File: config.mk
export PLATFORM = sky130hd
export DESIGN_NAME = binary_dense_layer_seq
export DESIGN_NICKNAME = d
export VERILOG_FILES = /design/src/rtl/binary_dense_layer_seq.sv
export SDC_FILE = /design/constraint.sdc
export NUM_CORES = 2
export LEC_CHECK = 0
export CAP_MARGIN = 10
export CORE_AREA = 3 3 413 415
export DETAILED_ROUTE_END_ITERATION = 8
export DIE_AREA = 0 0 416 418
export SLEW_MARGIN = 20
export SYNTH_ARGS = -nofsm -noshare
export SYNTH_HDL_FRONTEND = slang
export SYNTH_SLANG_ARGS = --single-unit
File: constraint.sdc
create_clock -name clk -period 5.9 [get_ports clk]
set_input_delay 1.18 -clock clk [delete_from_list [all_inputs] [get_ports clk]]
set_output_delay 1.18 -clock clk [all_outputs]
set_load 0.1 [all_outputs]
File: src/rtl/binary_dense_layer_seq.sv
// Sequential binary-input fully connected layer: streams weights from a synchronous memory,
// evaluates one neuron after another with saturating accumulation, optional ReLU and argmax.
module binary_dense_layer_seq #(
    parameter int unsigned IN_DIM    = 784,
    parameter int unsigned OUT_DIM   = 10,
    parameter int unsigned W_WIDTH   = 8,
    parameter int unsigned ACC_WIDTH = 24,
    parameter int unsigned RELU      = 1,
    parameter int unsigned AW        = $clog2(OUT_DIM * (IN_DIM + 1)),
    parameter int unsigned IDX_W     = $clog2(OUT_DIM)
) (
    input  logic                         clk,
    input  logic                         rst,
    input  logic                         start,
    input  logic [IN_DIM-1:0]            image_in,
    output logic                         busy,
    output logic                         weight_re,
    output logic [AW-1:0]                weight_addr,
    input  logic [W_WIDTH-1:0]           weight_data,
    output logic [OUT_DIM*ACC_WIDTH-1:0] out_vec,
    output logic [IDX_W-1:0]             argmax_idx,
    output logic                         valid
);

    localparam int unsigned CW = $clog2(IN_DIM + 1);

    localparam logic [1:0] S_IDLE  = 2'd0;
    localparam logic [1:0] S_RUN   = 2'd1;
    localparam logic [1:0] S_DRAIN = 2'd2;

    localparam logic [AW-1:0]    LAST_ADDR = AW'(OUT_DIM * (IN_DIM + 1) - 1);
    localparam logic [CW-1:0]    BIAS_POS  = CW'(IN_DIM);
    localparam logic [IDX_W-1:0] LAST_NEU  = IDX_W'(OUT_DIM - 1);

    localparam logic [ACC_WIDTH-1:0] ACC_MAX = {1'b0, {(ACC_WIDTH - 1){1'b1}}};
    localparam logic [ACC_WIDTH-1:0] ACC_MIN = {1'b1, {(ACC_WIDTH - 1){1'b0}}};

    logic [1:0]                  state;
    logic [IN_DIM-1:0]           img;
    logic [CW-1:0]               in_cnt;
    logic [IDX_W-1:0]            neu_cnt;

    // Tag of the read whose data is on weight_data this cycle.
    logic                        d_valid;
    logic                        d_bias;
    logic [IDX_W-1:0]            d_neu;

    logic signed [ACC_WIDTH-1:0] acc;
    logic signed [ACC_WIDTH-1:0] best;
    logic [ACC_WIDTH-1:0]        res [OUT_DIM];

    logic signed [ACC_WIDTH-1:0] term;
    logic signed [ACC_WIDTH:0]   wide;
    logic signed [ACC_WIDTH-1:0] sum;
    logic signed [ACC_WIDTH-1:0] act;

    always_comb begin
        term = '0;
        // img is rotated so that the current input's bit always sits in the MSB.
        if (d_bias || img[IN_DIM-1]) begin
            term = ACC_WIDTH'($signed(weight_data));
        end
        wide = {acc[ACC_WIDTH-1], acc} + {term[ACC_WIDTH-1], term};
        if (wide[ACC_WIDTH] != wide[ACC_WIDTH-1]) begin
            sum = wide[ACC_WIDTH] ? ACC_MIN : ACC_MAX;
        end else begin
            sum = wide[ACC_WIDTH-1:0];
        end
        act = ((RELU != 0) && sum[ACC_WIDTH-1]) ? '0 : sum;
    end

    assign busy = (state != S_IDLE) || valid;

    for (genvar j = 0; j < OUT_DIM; j++) begin : g_out
        assign out_vec[j*ACC_WIDTH +: ACC_WIDTH] = res[j];
    end

    always_ff @(posedge clk) begin
        if (rst) begin
            state       <= S_IDLE;
            img         <= '0;
            in_cnt      <= '0;
            neu_cnt     <= '0;
            d_valid     <= 1'b0;
            d_bias      <= 1'b0;
            d_neu       <= '0;
            acc         <= '0;
            best        <= '0;
            weight_re   <= 1'b0;
            weight_addr <= '0;
            argmax_idx  <= '0;
            valid       <= 1'b0;
            for (int j = 0; j < OUT_DIM; j++) begin
                res[j] <= '0;
            end
        end else begin
            valid   <= 1'b0;
            d_valid <= 1'b0;

            case (state)
                S_IDLE: begin
                    // A start arriving during the valid cycle is still part of the old run.
                    if (start && !valid) begin
                        state       <= S_RUN;
                        img         <= image_in;
                        weight_re   <= 1'b1;
                        weight_addr <= '0;
                        in_cnt      <= '0;
                        neu_cnt     <= '0;
                        acc         <= '0;
                    end
                end
                S_RUN: begin
                    d_valid <= 1'b1;
                    d_bias  <= (in_cnt == BIAS_POS);
                    d_neu   <= neu_cnt;
                    if (in_cnt == BIAS_POS) begin
                        in_cnt  <= '0;
                        neu_cnt <= neu_cnt + 1'b1;
                    end else begin
                        in_cnt <= in_cnt + 1'b1;
                    end
                    if (weight_addr == LAST_ADDR) begin
                        weight_re <= 1'b0;
                        state     <= S_DRAIN;
                    end else begin
                        weight_addr <= weight_addr + 1'b1;
                    end
                end
                S_DRAIN: begin
                    if (d_valid && d_bias && (d_neu == LAST_NEU)) begin
                        state <= S_IDLE;
                        valid <= 1'b1;
                    end
                end
                default: state <= S_IDLE;
            endcase

            if (d_valid) begin
                if (d_bias) begin
                    acc        <= '0;
                    res[d_neu] <= act;
                    if ((d_neu == '0) || (act > best)) begin
                        best       <= act;
                        argmax_idx <= d_neu;
                    end
                end else begin
                    acc <= sum;
                    img <= {img[IN_DIM-2:0], img[IN_DIM-1]};
                end
            end
        end
    end

endmodule

# --- Yosys cells after proc, flatten, opt, wreduce, memory -nomap -nowiden ---
# Memory sizes are Yosys's and may differ from the RTL's.
# Index checks and enable logic that the tools add are counted.
totals:
  regBits: 873
  mem_bits_rw: 230
  inputBits: 795
  out_inout_bits: 260
  wordCells: 92
  n_memories: 1
mem_list:
  columns: ["name", "words", "word_bits", "read_ports", "rd_ports_with_merged_regs", "write_ports", "line_no", "text"]
  rows:
  - ["res", 10, 23, 10, 0, 10, "50", "logic [ACC_WIDTH-1:0] res [OUT_DIM];"]
classes:
  addsub: 4
  order_cmp: 1
  eq_ne: 11
  mux: 39
  bitwise: 1
  n_reduce_logical: 22
op_table:
  columns: ["cell", "n"]
  rows:
  - ["784-bit 2-to-1 mux", 4]
  - ["24-bit 2-to-1 mux", 7]
  - ["23-bit 2-to-1 mux", 2]
  - ["13-bit 2-to-1 mux", 2]
  - ["13-bit case mux with 2 select lines", 1]
  - ["24-bit by 24-bit adder with 25-bit output", 1]
  - ["24-bit > comparator", 1]
  - ["23-bit OR reduction", 1]
  - ["10-bit 2-to-1 mux", 2]
  - ["10-bit case mux with 2 select lines", 1]
  - ["3-bit AND reduction", 5]
  - ["13-bit by 1-bit adder with 13-bit output (second input constant)", 1]
  - ["13-bit equality test (second input constant)", 1]
  - ["4-bit 2-to-1 mux", 3]
  - ["1-bit 2-to-1 mux", 11]
  - ["10-bit by 1-bit adder with 10-bit output (second input constant)", 1]
  - ["10-bit equality test (second input constant)", 1]
  - ["2-bit != test (second input constant)", 5]
  - ["4-bit case mux with 2 select lines", 1]
  - ["2-bit nonzero test", 4]
  - ["2-bit 2-to-1 mux", 3]
  - ["2-bit case mux with 3 select lines", 1]
  - ["4-bit by 1-bit adder with 4-bit output (second input constant)", 1]
  - ["4-bit equality test (second input constant)", 1]
  - ["other kinds (12)", 17]

# --- Logic depth before layout (Yosys ltp) ---
logic_depth:
  ltp_word: 9
  depth_mapped: 24

# --- Least setup slack after synthesis ---
# Ideal clock, no wire load.
synth_path:
  path_kind: "input to register"
  startpoint: "in weight_data[0]"
  endpoint: "reg best[22]"
  arrival_time_ns: 5.392
  t_required_ns: 5.830
  path_slack_ns: 0.438
  cell_stages: 23
  path_buffers: 2
  path_cell_list: "nor2b_1 > ha_1 > inv_1 > fa_1 > nor2b_1 > o2111ai_1 > a22oi_1 > nor2_2 > and3_1 > or3_1 > a21oi_1 > buf_2 > nor2_1 > ha_1 > nor3_1 > o21ai_0 > a21oi_1 > a2111oi_0 > o41ai_1 > o21ai_1 > nor2_1 > clkbuf_1 > o2bb2ai_1"
synth_between:
  elab_chain_len: 8
synth_rtl:
  columns: ["item", "line_no", "text"]
  rows:
  - ["start: declaration", "19", "input logic [W_WIDTH-1:0] weight_data,"]
  - ["24-bit 2-to-1 mux (*)", "60", "if (d_bias || img[IN_DIM-1]) begin"]
  - ["24-bit by 24-bit adder with 25-bit output (*)", "63", "wide = {acc[ACC_WIDTH-1], acc} + {term[ACC_WIDTH-1], term};"]
  - ["24-bit 2-to-1 mux / 1-bit != test (equally long branches)", "65, 64", null]
  - ["24-bit 2-to-1 mux (*)", "64", "if (wide[ACC_WIDTH] != wide[ACC_WIDTH-1]) begin"]
  - ["23-bit 2-to-1 mux (*)", "69", "act = ((RELU != 0) && sum[ACC_WIDTH-1]) ? '0 : sum;"]
  - ["net act[14]", "55", "logic signed [ACC_WIDTH-1:0] act;"]
  - ["24-bit > comparator (*)", "143", "if ((d_neu == '0) || (act > best)) begin"]
  - ["1-bit logical OR (*)", "143", null]
  - ["3-bit AND reduction (no line) (*)", null, null]
  - ["end signal: assignment", "144", "best <= act;"]
  - ["end: declaration", "49", "logic signed [ACC_WIDTH-1:0] best;"]
# Mark *: on every way through the listed nets, which the timed path passes. The rest lies on a longest branch.
# A chain may end at the register's enable or synchronous reset.

# --- Worst setup path in the final report ---
layout_path:
  startpoint: "in weight_data[0]"
  endpoint: "reg best[17]"
# The elaborated chain is that of the path after synthesis.

==> summary.md <==
| Metric | Value |
|---|---|
| R2r setup slk | `0.80 ns` |
| P_leak | `23.9 nW` |
| Worst path required time | `6.53 ns` |
| Most Used Layer, Global Route | `met2` |
| Resized Gates After CTS | `0` |
| Worst hold stages | `2` |
| Layout cells sized above 1 | `0.0624` |
| Crit path cell chain | `clkdlybuf4s50_1 -> nor2b_1 -> ha_1 -> inv_1 -> fa_1 -> nor2b_1 -> o2111ai_1 -> a22oi_1 -> buf_4 -> o21ai_0 -> mux2i_1 -> xor2_1 -> nor2_1 -> nor2_1 -> ha_1 -> nand3_1 -> o22ai_1 -> o21a_1 -> o21a_1 -> o41ai_1 -> o21ai_1 -> buf_4 -> and2_1 -> a22o_1` |
| Routed Wire Length | `172000 µm` |
| Commonest cells after routing, fill and taps aside | `1642 x nand2_1, 1081 x nor2_1, 1028 x clkdlybuf4s50_1, 872 x dfxtp_1, 788 x a311oi_1` |
| Worst rel slew slack | `0.261` |
| Switch share | `0.279` |
| Slowest stage cell, crit path | `clkdlybuf4s50_1` |
| Max-cap violations | `0` |
| Post-layout minimum cycle time | `5.37 ns` |
| Pin count of the biggest net entering global routing | `232` |
| Remaining antenna violation count | `0` |
| Synthesized area per cell | `8.38 µm²` |
| Worst-margin pin slew | `1.11 ns` |
| Cell count after synthesis | `5629` |
| Initial antenna violation count | `55` |
| Synth warnings | `0` |
| Outcome | `finished, final reports clean` |
| TritonCTS clock tree | `done` |
| R2R depth | `24` |
| Synth area leaders | `dfxtp_1 37%, edfxtp_1 15%, a311oi_1 15%` |
| Top FF cell, synth | `dfxtp_1` |
| Logic pwr share | `0.155` |
| Die W | `416 µm` |
| Fin. Hold Viols | `0` |
| Hold Path End | `img[173]` |
| Critical Path Max Stage Delay | `0.46 ns` |
| Hold path start | `img[172]` |
| Worst hold slack | `0.443 ns` |
| Remaining DRCs | `0` |
| Clock slew at reported path FFs | `0.06 ns` |
| Pins over their slew limit | `0` |
| # rows | `150` |
| Met3 Use GR | `0.0328` |
| Worst skew pair latency | `0.76 ns` |
| Synth Register Bits | `1102` |
| CP Capture Type | `register` |
| Initial Util | `0.282` |
| Top cell type's share of synthesized area | `0.370` |
| Post-synth EDFFs | `230` |
| Hold Crit Class | `reg2reg` |
| CTS Sinks | `1102` |
| Grt met1 use | `0.233` |
| # Post-CTS Setup Buffers | `0` |
| Vias in the first global route | `41.4k` |
| Worst Path Class, Setup | `in2reg` |
| Syn Std Cell Area | `47200 µm²` |
| Sum Neg Setup Slack | `0 ns` |
| First-pass GRT wire length | `255000 µm` |
| # port buffers | `1044` |
| Commonest non-fill, non-tap cell in the layout | `nand2_1` |
| # H-tree levels | `3` |
| Part of the power in registers | `0.440` |
| Vias per cell | `5.00` |
| P&R area growth vs syn | `35.7%` |
| Vias | `43.9k` |
| GRT Total Usage | `0.187` |
| Root buf cell | `clkbuf_16` |
| Final period utilization | `0.910` |
| Fin util | `0.383` |
| Grt ovf | `0` |
| Die H | `418 µm` |
| Yosys cell types | `73` |
| Detailed Place HPWL | `121000 µm` |
| Die ar. | `174000 µm²` |
| DR WL/cell | `19.6 µm` |
| Clock share of power | `0.405` |
| Clock tree buffer depth | `3` |
| Post-CTS Hold Buffers | `0` |
| Crit path max fanout | `4` |
| Switching pwr | `0.00543 W` |
| Nets | `7267` |
| RR Endpoint | `best[17]` |
| RSZ-0062 raised after global routing | `no` |
| Worst Path Arrival | `6.00 ns` |
| Routability congestion estimate | `0.864` |
| Seq/Total Area, Yosys | `0.517` |
| Drt initial violations | `3697` |
| I/O Pins | `1055` |
| Async set-reset flop share out of synthesis | `0` |
| Internal | `0.0140 W` |
| Pwr per Cell Area | `304 nW/µm²` |
| Core Region | `167000 µm²` |
| VDD IR max | `0.000241 V` |
| F_max | `186 MHz` |
| TritonRoute pass-1 iters | `7` |
| Top delay family on crit path | `compound AO/OA/AOI/OAI gates` |
| Synth area leader | `dfxtp_1` |
| Met2 Track Usage GR | `0.314` |
| Bufs and invs on worst path | `4` |
| Clk_skew | `0.0691 ns` |
| Critical path startpoint category | `input port` |
| Setup-failing EPs final | `0` |
| R2R Path Start | `d_bias` |
| TritonCTS buffer count | `120` |
## worst max path at each step
stage | from | end | slack [ns] | cells after the start
3_5_place_dp | weight_data[0] | best[17] | -0.17 | 23
5_1_grt | weight_data[0] | best[17] | 0.14 | 23
2_1_floorplan | weight_data[0] | best[22] | 0.44 | 23
6_report | weight_data[0] | best[17] | 0.53 | 24
3_3_place_gp | weight_data[0] | best[21] | -0.10 | 23
4_1_cts | weight_data[0] | best[17] | 0.63 | 24
## synth_stat cells (all sizes together) (21+ instances only)
cell and n:
nor2 1084, a21oi 44, dfxtp 872, ha 36
edfxtp 230, nand3 32, clkbuf 469, buf 45
inv 59, a311oi 788, nand2b 21, nand2 1643
nor3 29, o21ai 52
## per-stage QoR
step | setup WS, ns | cells | power [W] | instance area (µm²)
2_1_floorplan | 0.438 | 5638 | 0.0105 | 47200
3_3_place_gp | -0.104 | 8517 | 0.0117 | 59800
3_5_place_dp | -0.172 | 8517 | 0.0117 | 59800
4_1_cts | 0.627 | 8739 | 0.0197 | 63900
5_1_grt | 0.144 | 8778 | 0.0203 | 64000
6_report | 0.529 | 8784 | 0.0194 | 64000
## routing by layer
layer  vias up  wire [µm]
li1      21265          -
met1     20983      70900
met2      1376      84800
met3       275       9840
met4        20       6450
met5         -        149
## sequential cells by signal, summed over array words and instances (netlist names)
signal / cells
acc: 24
argmax_idx: 4
best: 23
d_bias: 1
d_neu: 4
d_valid: 1
img: 784
in_cnt: 10
neu_cnt: 4
res: 230
state: 2
valid: 1
weight_addr: 13
weight_re: 1
## power groups by stage
stage | Combinational [W] | Sequential (W) | Clock (W)
2_1_floorplan | 0.00143 | 0.00903 | 0
3_3_place_gp | 0.00299 | 0.00869 | 0
3_5_place_dp | 0.00302 | 0.00870 | 0
4_1_cts | 0.00303 | 0.00855 | 0.00809
5_1_grt | 0.00328 | 0.00861 | 0.00836
6_report | 0.00301 | 0.00855 | 0.00788
## worst reg2reg max path: cells and delay by family (launching register included)
family	cells	cell delay, ns
xor gates and xnor gates	1	0.20
AOI/OAI and AO/OA	9	1.80
adders and majority gates	3	0.88
buffers and inverters	3	0.44
muxes	1	0.26
and+or+nand+nor	7	0.97
DFF	1	0.45
## cell families after synthesis
logic type,synth area share
AND/OR/NAND/NOR,0.240
flip-flops,0.517
AO/OA/AOI/OAI,0.177
buffers and inverters,0.0478
adder cells (fa/ha/maj),0.0102
XOR/XNOR,0.00610
multiplexers,0.00234
other,0.0000795
## final cells by class
type	instances	area, µm²
clock inverters	63	797
repair buffers	1189	11800
multi-input cells	3963	20600
flip-flops and latches	1102	24400
diodes	45	113
clock buffers	159	3330
well taps	2204	2760
inverters	59	221
fillers	16813	103000
No activity file was read; power rests on OpenSTA's default activity.
